### src/rtl/rst_seq_sync.sv
// rst_seq_sync: reset synchronizer and release sequencer.
// An async active-high reset is synchronized through NUM_STG flops. The
// NUM_CH outputs are then released one at a time, GAP cycles apart,
// starting with bit 0.
// Optional feature macro: RST_SEQ_SW_REQ_EN. It adds the sw_rst_req port
// and the HOLD state, which re-run the release sequence on request.
module rst_seq_sync #(
    parameter int NUM_STG = 2,
    parameter int NUM_CH  = 4,
    parameter int GAP     = 8,
    parameter int SW_HOLD = 4
) (
    input  logic              clk,
    input  logic              rst,
`ifdef RST_SEQ_SW_REQ_EN
    input  logic              sw_rst_req,
`endif
    output logic [NUM_CH-1:0] sync_rst,
    output logic              rst_done
);

`ifdef RST_SEQ_SW_REQ_EN
    localparam int MAXC = (GAP > SW_HOLD) ? GAP : SW_HOLD;
`else
    localparam int MAXC = GAP;
`endif
    localparam int CW  = $clog2(MAXC + 1);
    localparam int CHW = $clog2(NUM_CH + 1);

    localparam logic [CW-1:0]  GAP_M1  = CW'(GAP - 1);
    localparam logic [CHW-1:0] LAST_CH = CHW'(NUM_CH - 1);
`ifdef RST_SEQ_SW_REQ_EN
    localparam logic [CW-1:0]  SWH_M1  = CW'(SW_HOLD - 1);
`endif

    // Reject illegal parameter sets at elaboration.
    if (NUM_STG < 2 || NUM_STG > 4 || NUM_CH < 1 || NUM_CH > 16 ||
        GAP < 1 || SW_HOLD < 1) begin : g_bad_param
        $error("rst_seq_sync: illegal parameter value");
    end

`ifdef RST_SEQ_SW_REQ_EN
    typedef enum logic [1:0] {SYNC, RELEASE, DONE, HOLD} state_t;
`else
    typedef enum logic [1:0] {SYNC, RELEASE, DONE} state_t;
`endif

    logic [NUM_STG-1:0] sync_q;
    logic               rst_s;
    state_t             state, state_n;
    logic [CHW-1:0]     ch, ch_n;
    logic [CW-1:0]      cnt, cnt_n;
    logic [NUM_CH-1:0]  rel_n;
    logic               done_n;
    logic               start;

    // Synchronizer chain: set asynchronously, shifts zeros in once rst drops.
    always_ff @(posedge clk or posedge rst) begin
        if (rst) sync_q <= '1;
        else     sync_q <= {sync_q[NUM_STG-2:0], 1'b0};
    end

    assign rst_s = sync_q[NUM_STG-1];

    // Sequencer state and registered outputs; all cleared by rst.
    always_ff @(posedge clk or posedge rst) begin
        if (rst) begin
            state    <= SYNC;
            ch       <= '0;
            cnt      <= '0;
            sync_rst <= '1;
            rst_done <= 1'b0;
        end else begin
            state    <= state_n;
            ch       <= ch_n;
            cnt      <= cnt_n;
            sync_rst <= rel_n;
            rst_done <= done_n;
        end
    end

    // Next-state and next-output logic. 'start' releases bit 0 and opens
    // the gap sequence; it is shared by the SYNC exit and the HOLD exit.
    always_comb begin
        state_n = state;
        ch_n    = ch;
        cnt_n   = cnt;
        rel_n   = sync_rst;
        done_n  = rst_done;
        start   = 1'b0;
        case (state)
            SYNC: begin
                if (!rst_s) start = 1'b1;
            end
            RELEASE: begin
                if (cnt == GAP_M1) begin
                    cnt_n = '0;
                    ch_n  = ch + 1'b1;
                    for (int k = 0; k < NUM_CH; k++) begin
                        if (ch == CHW'(k)) rel_n[k] = 1'b0;
                    end
                    if (ch == LAST_CH) begin
                        state_n = DONE;
                        done_n  = 1'b1;
                    end
                end else begin
                    cnt_n = cnt + 1'b1;
                end
            end
            DONE: begin
`ifdef RST_SEQ_SW_REQ_EN
                // Software reset re-asserts every output; synchronizer untouched.
                if (sw_rst_req) begin
                    state_n = HOLD;
                    rel_n   = '1;
                    done_n  = 1'b0;
                    ch_n    = '0;
                    cnt_n   = '0;
                end
`endif
            end
`ifdef RST_SEQ_SW_REQ_EN
            HOLD: begin
                if (cnt == SWH_M1) start = 1'b1;
                else               cnt_n = cnt + 1'b1;
            end
`endif
            default: state_n = SYNC;
        endcase
        if (start) begin
            rel_n[0] = 1'b0;
            ch_n     = CHW'(1);
            cnt_n    = '0;
            if (NUM_CH == 1) begin
                state_n = DONE;
                done_n  = 1'b1;
            end else begin
                state_n = RELEASE;
            end
        end
    end

endmodule

### config.mk
export PLATFORM = sky130hd
export DESIGN_NAME = rst_seq_sync
export DESIGN_NICKNAME = d
export VERILOG_FILES = /design/src/rtl/rst_seq_sync.sv
export SDC_FILE = /design/constraint.sdc
export NUM_CORES = 1
export LEC_CHECK = 0
export ABC_AREA = 1
export CORE_MARGIN = 3
export CORE_UTILIZATION = 30
export CTS_CLUSTER_SIZE = 8
export DETAILED_ROUTE_END_ITERATION = 10
export GPL_ROUTABILITY_DRIVEN = 0
export PLACE_DENSITY = 0.48
export SLEW_MARGIN = 20
export SYNTH_ARGS = -nofsm -noshare
export SYNTH_HDL_FRONTEND = slang
export SYNTH_SLANG_ARGS = --single-unit
### constraint.sdc
create_clock -name clk -period 2.3 [get_ports clk]
set_input_delay 0.23 -clock clk [delete_from_list [all_inputs] [get_ports clk]]
set_output_delay 0.23 -clock clk [all_outputs]
set_load 0.005 [all_outputs]
Word level (Yosys, flattened, before mapping):

Index checks and enable logic that the tools add are counted.

* add/sub/neg operators: 2
* equality and inequality tests: 9
* mux-type cells: 16
* reductions and logical operators: 12

Operators with widths (count)
* $reduce_and A3 Y1: 5
* $mux W4: 3
* $mux W3: 3
* $eq A3 B2 Y1 const B: 2
* $mux W1: 6
* $mux W2: 3
* $ne A3 B3 Y1 const B: 2
* $reduce_bool A2 Y1: 3
* $add A4 B1 Y4 const B: 1
* $eq A4 B3 Y1 const B: 1
* $pmux W2 S2: 1
* $add A3 B1 Y3 const B: 1
* $eq A3 B1 Y1 const B: 1
* $logic_not A3 Y1: 1
* $eq A2 B1 Y1 const B: 1
* $eq A2 B2 Y1 const B: 1
* $logic_not A2 Y1: 1
* $ne A2 B1 Y1 const B: 1
* $reduce_and A2 Y1: 1
* $reduce_or A2 Y1: 1

* flip-flop bits (word level): 16
* input port bits: 2
* output and inout port bits: 5
* word-level logic and storage cells: 48

Depth between registers and ports, before layout:

* depth in word-level cells: 5
* mapped depth: 7
* gate-level depth less buffers: 7

Worst setup path before layout:

Ideal clock, no wire load.

* path type: register to register
* start: reg ch[0]
* end: reg ch[2]
* library setup time: 118 ps
* arrival time: 960 ps
* data required time: 2182 ps
* slack: 1223 ps
* cell stages (with the launch flop): 6
* path buffers: 0
* period minus slack after synthesis: 1077 ps
* cell sequence: dfrtp_1 > ha_1 > ha_1 > inv_1 > nand2_1 > nand2_1

* word-level cells in the longest chain between the ends: 4

Ends and longest elaborated chain
* from (decl): line 51 `logic [CHW-1:0] ch, ch_n;`
* from (signal assigned): line 75 `ch <= ch_n;`
* $add A3 B1 Y3: line 98 `ch_n = ch + 1'b1;`
* $mux W3: line 96 `if (cnt == GAP_M1) begin`
* $mux W3: line 91 `case (state)`
* $mux W3: line 130 `if (start) begin`

No other way between the ends. The select of a mux whose other input is x is not followed.
A chain may end at the register's enable or synchronous reset.

Final worst setup path:

* start: reg sync_rst[3]
* end: out sync_rst[3]

RTL lines
* from (decl): line 18 `output logic [NUM_CH-1:0] sync_rst,`
* from (signal assigned): line 77 `sync_rst <= rel_n;`

No word-level cell between the ends.

==> metrics.txt <==
final hold vios 0; Clock Latency Late Sink just under 0.3 ns; largest net degree at the start of global routing 17; Hold Path Class in -> async; worst path bufs/invs 1; die width approximately 58 um; Setup Viol. Count Final 0; Switching Share 0.201; Yosys cell types 19; detailed-route DRC error count 0; Sinks on Clock Net 16; DIE AREA roughly 0.0033 mm2; RSZ-0062 raised after global routing no; Max VDD drop roughly 0.31 mV; Multi-input gate area 329 um2; Final ANT Viol Nets 0; initial DRC count 27; startpoint types flop; post-synthesis sequential area ratio 0.507; first-pass GRT wire length ~2.4 mm; final global-route overflow total 0; H-tree Lvls 1; max cap viols 0; Avg Cell Area, Syn between 8 and 9 um2; Min Clock Period, post-route between 1.5 and 2 ns; clk_skew about 0.00077 ns; Final WS setup 0.749 ns; register share of total power 0.596; setup TNS 0 ns; # fillers 281; IO Pins 7; Clock Power Share 0.389; Die H a little under 60 um; worst slew pin tran about 0.6 ns; PostCTS Resize Cnt 0; post-CTS setup buffers 0; worst path required time a little over 2 ns; Pwr Density around 500 mW/mm2; crit path kind reg -> out; Buffers on Ports 6; CP top delay family flip-flops; Cell Area, Synth a little over 800 um2; YS warnings 0; nets approximately 110; cts hold-fix bufs 0; Initial Util 0.319; Static Leak approximately 0.48 nW; vias per cell 4.36; TritonCTS clock tree done; Clock Pin Slew Worst Setup and Hold Paths ~0.090 ns; total track usage 0.0998; Critical Path Max Stage Delay 0.54 ns; status finished, final reports clean; fin. max-slew vios 0; endpoint type of the worst setup path output port; drt pass-1 iters 4; core area about 0.0025 mm2; via count around 580; worst-case clock buffer depth 2; Avg WL per Cell 10.5 um; Syn Nets 100; slowest stage cell, crit path dfstp_2; P_sw between 0.09 and 0.1 mW; worst-path cell chain clkdlybuf4s50_1; P_int approximately 0.38 mW; CP max FO 2; Logic pwr share 0.015; DP Worst Slack 1.07 ns; share of cells above drive strength 1 0.196; total CTS buffers 3; Max transition margin 0.591; DP HPWL 1.02 mm; initial antenna violation count 0; Crit path arrival time roughly 1.3 ns; WL final roughly 1.4 mm; Area Growth Syn to Fin 16.6%; Post-Synthesis Cells about 90; Rows 18; period utilisation layout 0.674; diode count 0; vias in the first global route 538; most common cell after layout, fill and taps aside nand2_1; number of synthesized register bits 16; FMAX around 0.64 GHz; most frequent cells in the layout nand2_1, inv_1, dfrtp_1; register area between 400 and 500 um2; root buffer cell clkbuf_4
## logic make-up (layout without fill, tap and decap cells)
group / count (synthesis) / count (layout) / share of synthesized area
flops: 16 / 16 / 0.507
simple gates: 44 / 44 / 0.257
buf+inv: 18 / 28 / 0.0840
compound gates: 7 / 7 / 0.0544
fa+ha+maj: 6 / 6 / 0.0933
other cells: 1 / 1 / 0.00466
## metal layers
| layer | GRT usage | wire length, um |
|---|---|---|
| met1 | 0.138 | 713 |
| met2 | 0.139 | 591 |
| met5 | 0 | 0 |
| met3 | 0.0468 | 64 |
| met4 | 0.0298 | 15 |
## final timing paths
path / from / end / slack [ns] / cells past startpoint
max reg2reg: cnt[0] / ch[1] / 1.12 / 6
max: sync_rst[3] / sync_rst[3] / 0.75 / 1
min reg2reg: sync_q[0] / sync_q[1] / 0.36 / 0
min: rst / cnt[2] / 0.31 / 2
max in group asynchronous: rst / ch[2] / 1.60 / 2
min in group clk: sync_q[0] / sync_q[1] / 0.36 / 0
## flip-flops by register name, indices dropped and copies added (netlist names)
name	count
state	2
ch	3
rst_done	1
sync_q	2
cnt	4
sync_rst	4
## cell usage after synthesis (all sizes together)
cell type | count | area share
inv | 18 | 0.084
nand2 | 25 | 0.13
nand3 | 9 | 0.062
ha | 6 | 0.093
dfstp | 6 | 0.20
conb | 1 | 0.0047
nor2 | 9 | 0.054
nand4 | 1 | 0.0078
a21oi | 1 | 0.0062
a21boi | 2 | 0.019
dfrtp | 10 | 0.31
o21ai | 4 | 0.030
## power groups by stage
| stage | registers (mW) | clock network, mW | logic (mW) |
|---|---|---|---|
| after detailed placement | 0.291 | 0 | 0.00790 |
| after global routing | 0.286 | 0.208 | 0.00869 |
| after CTS | 0.286 | 0.198 | 0.00787 |
| after floorplan | 0.290 | 0 | 0.00435 |
| final | 0.285 | 0.186 | 0.00725 |
| after global placement | 0.291 | 0 | 0.00783 |
## cell type report
cell class / instances / share of cell area
repair buffers: 6 / 0.0640
inverters: 18 / 0.0720
well taps: 30 / 0.0400
flip-flops and latches: 16 / 0.435
clock buffers: 4 / 0.0387
multi-input cells: 58 / 0.351
## per-stage QoR
stage	total power, mW	util	area, um2	hold WS, ns	std cells
after floorplan	0.295	-	805	0.139	92
after global placement	0.298	0.358	902	0.347	128
after detailed placement	0.298	0.358	902	0.347	128
after CTS	0.491	0.372	938	0.324	132
after global routing	0.503	0.372	938	0.350	132
final	0.479	0.372	938	0.307	132
Power figures use the tool's default switching activity.
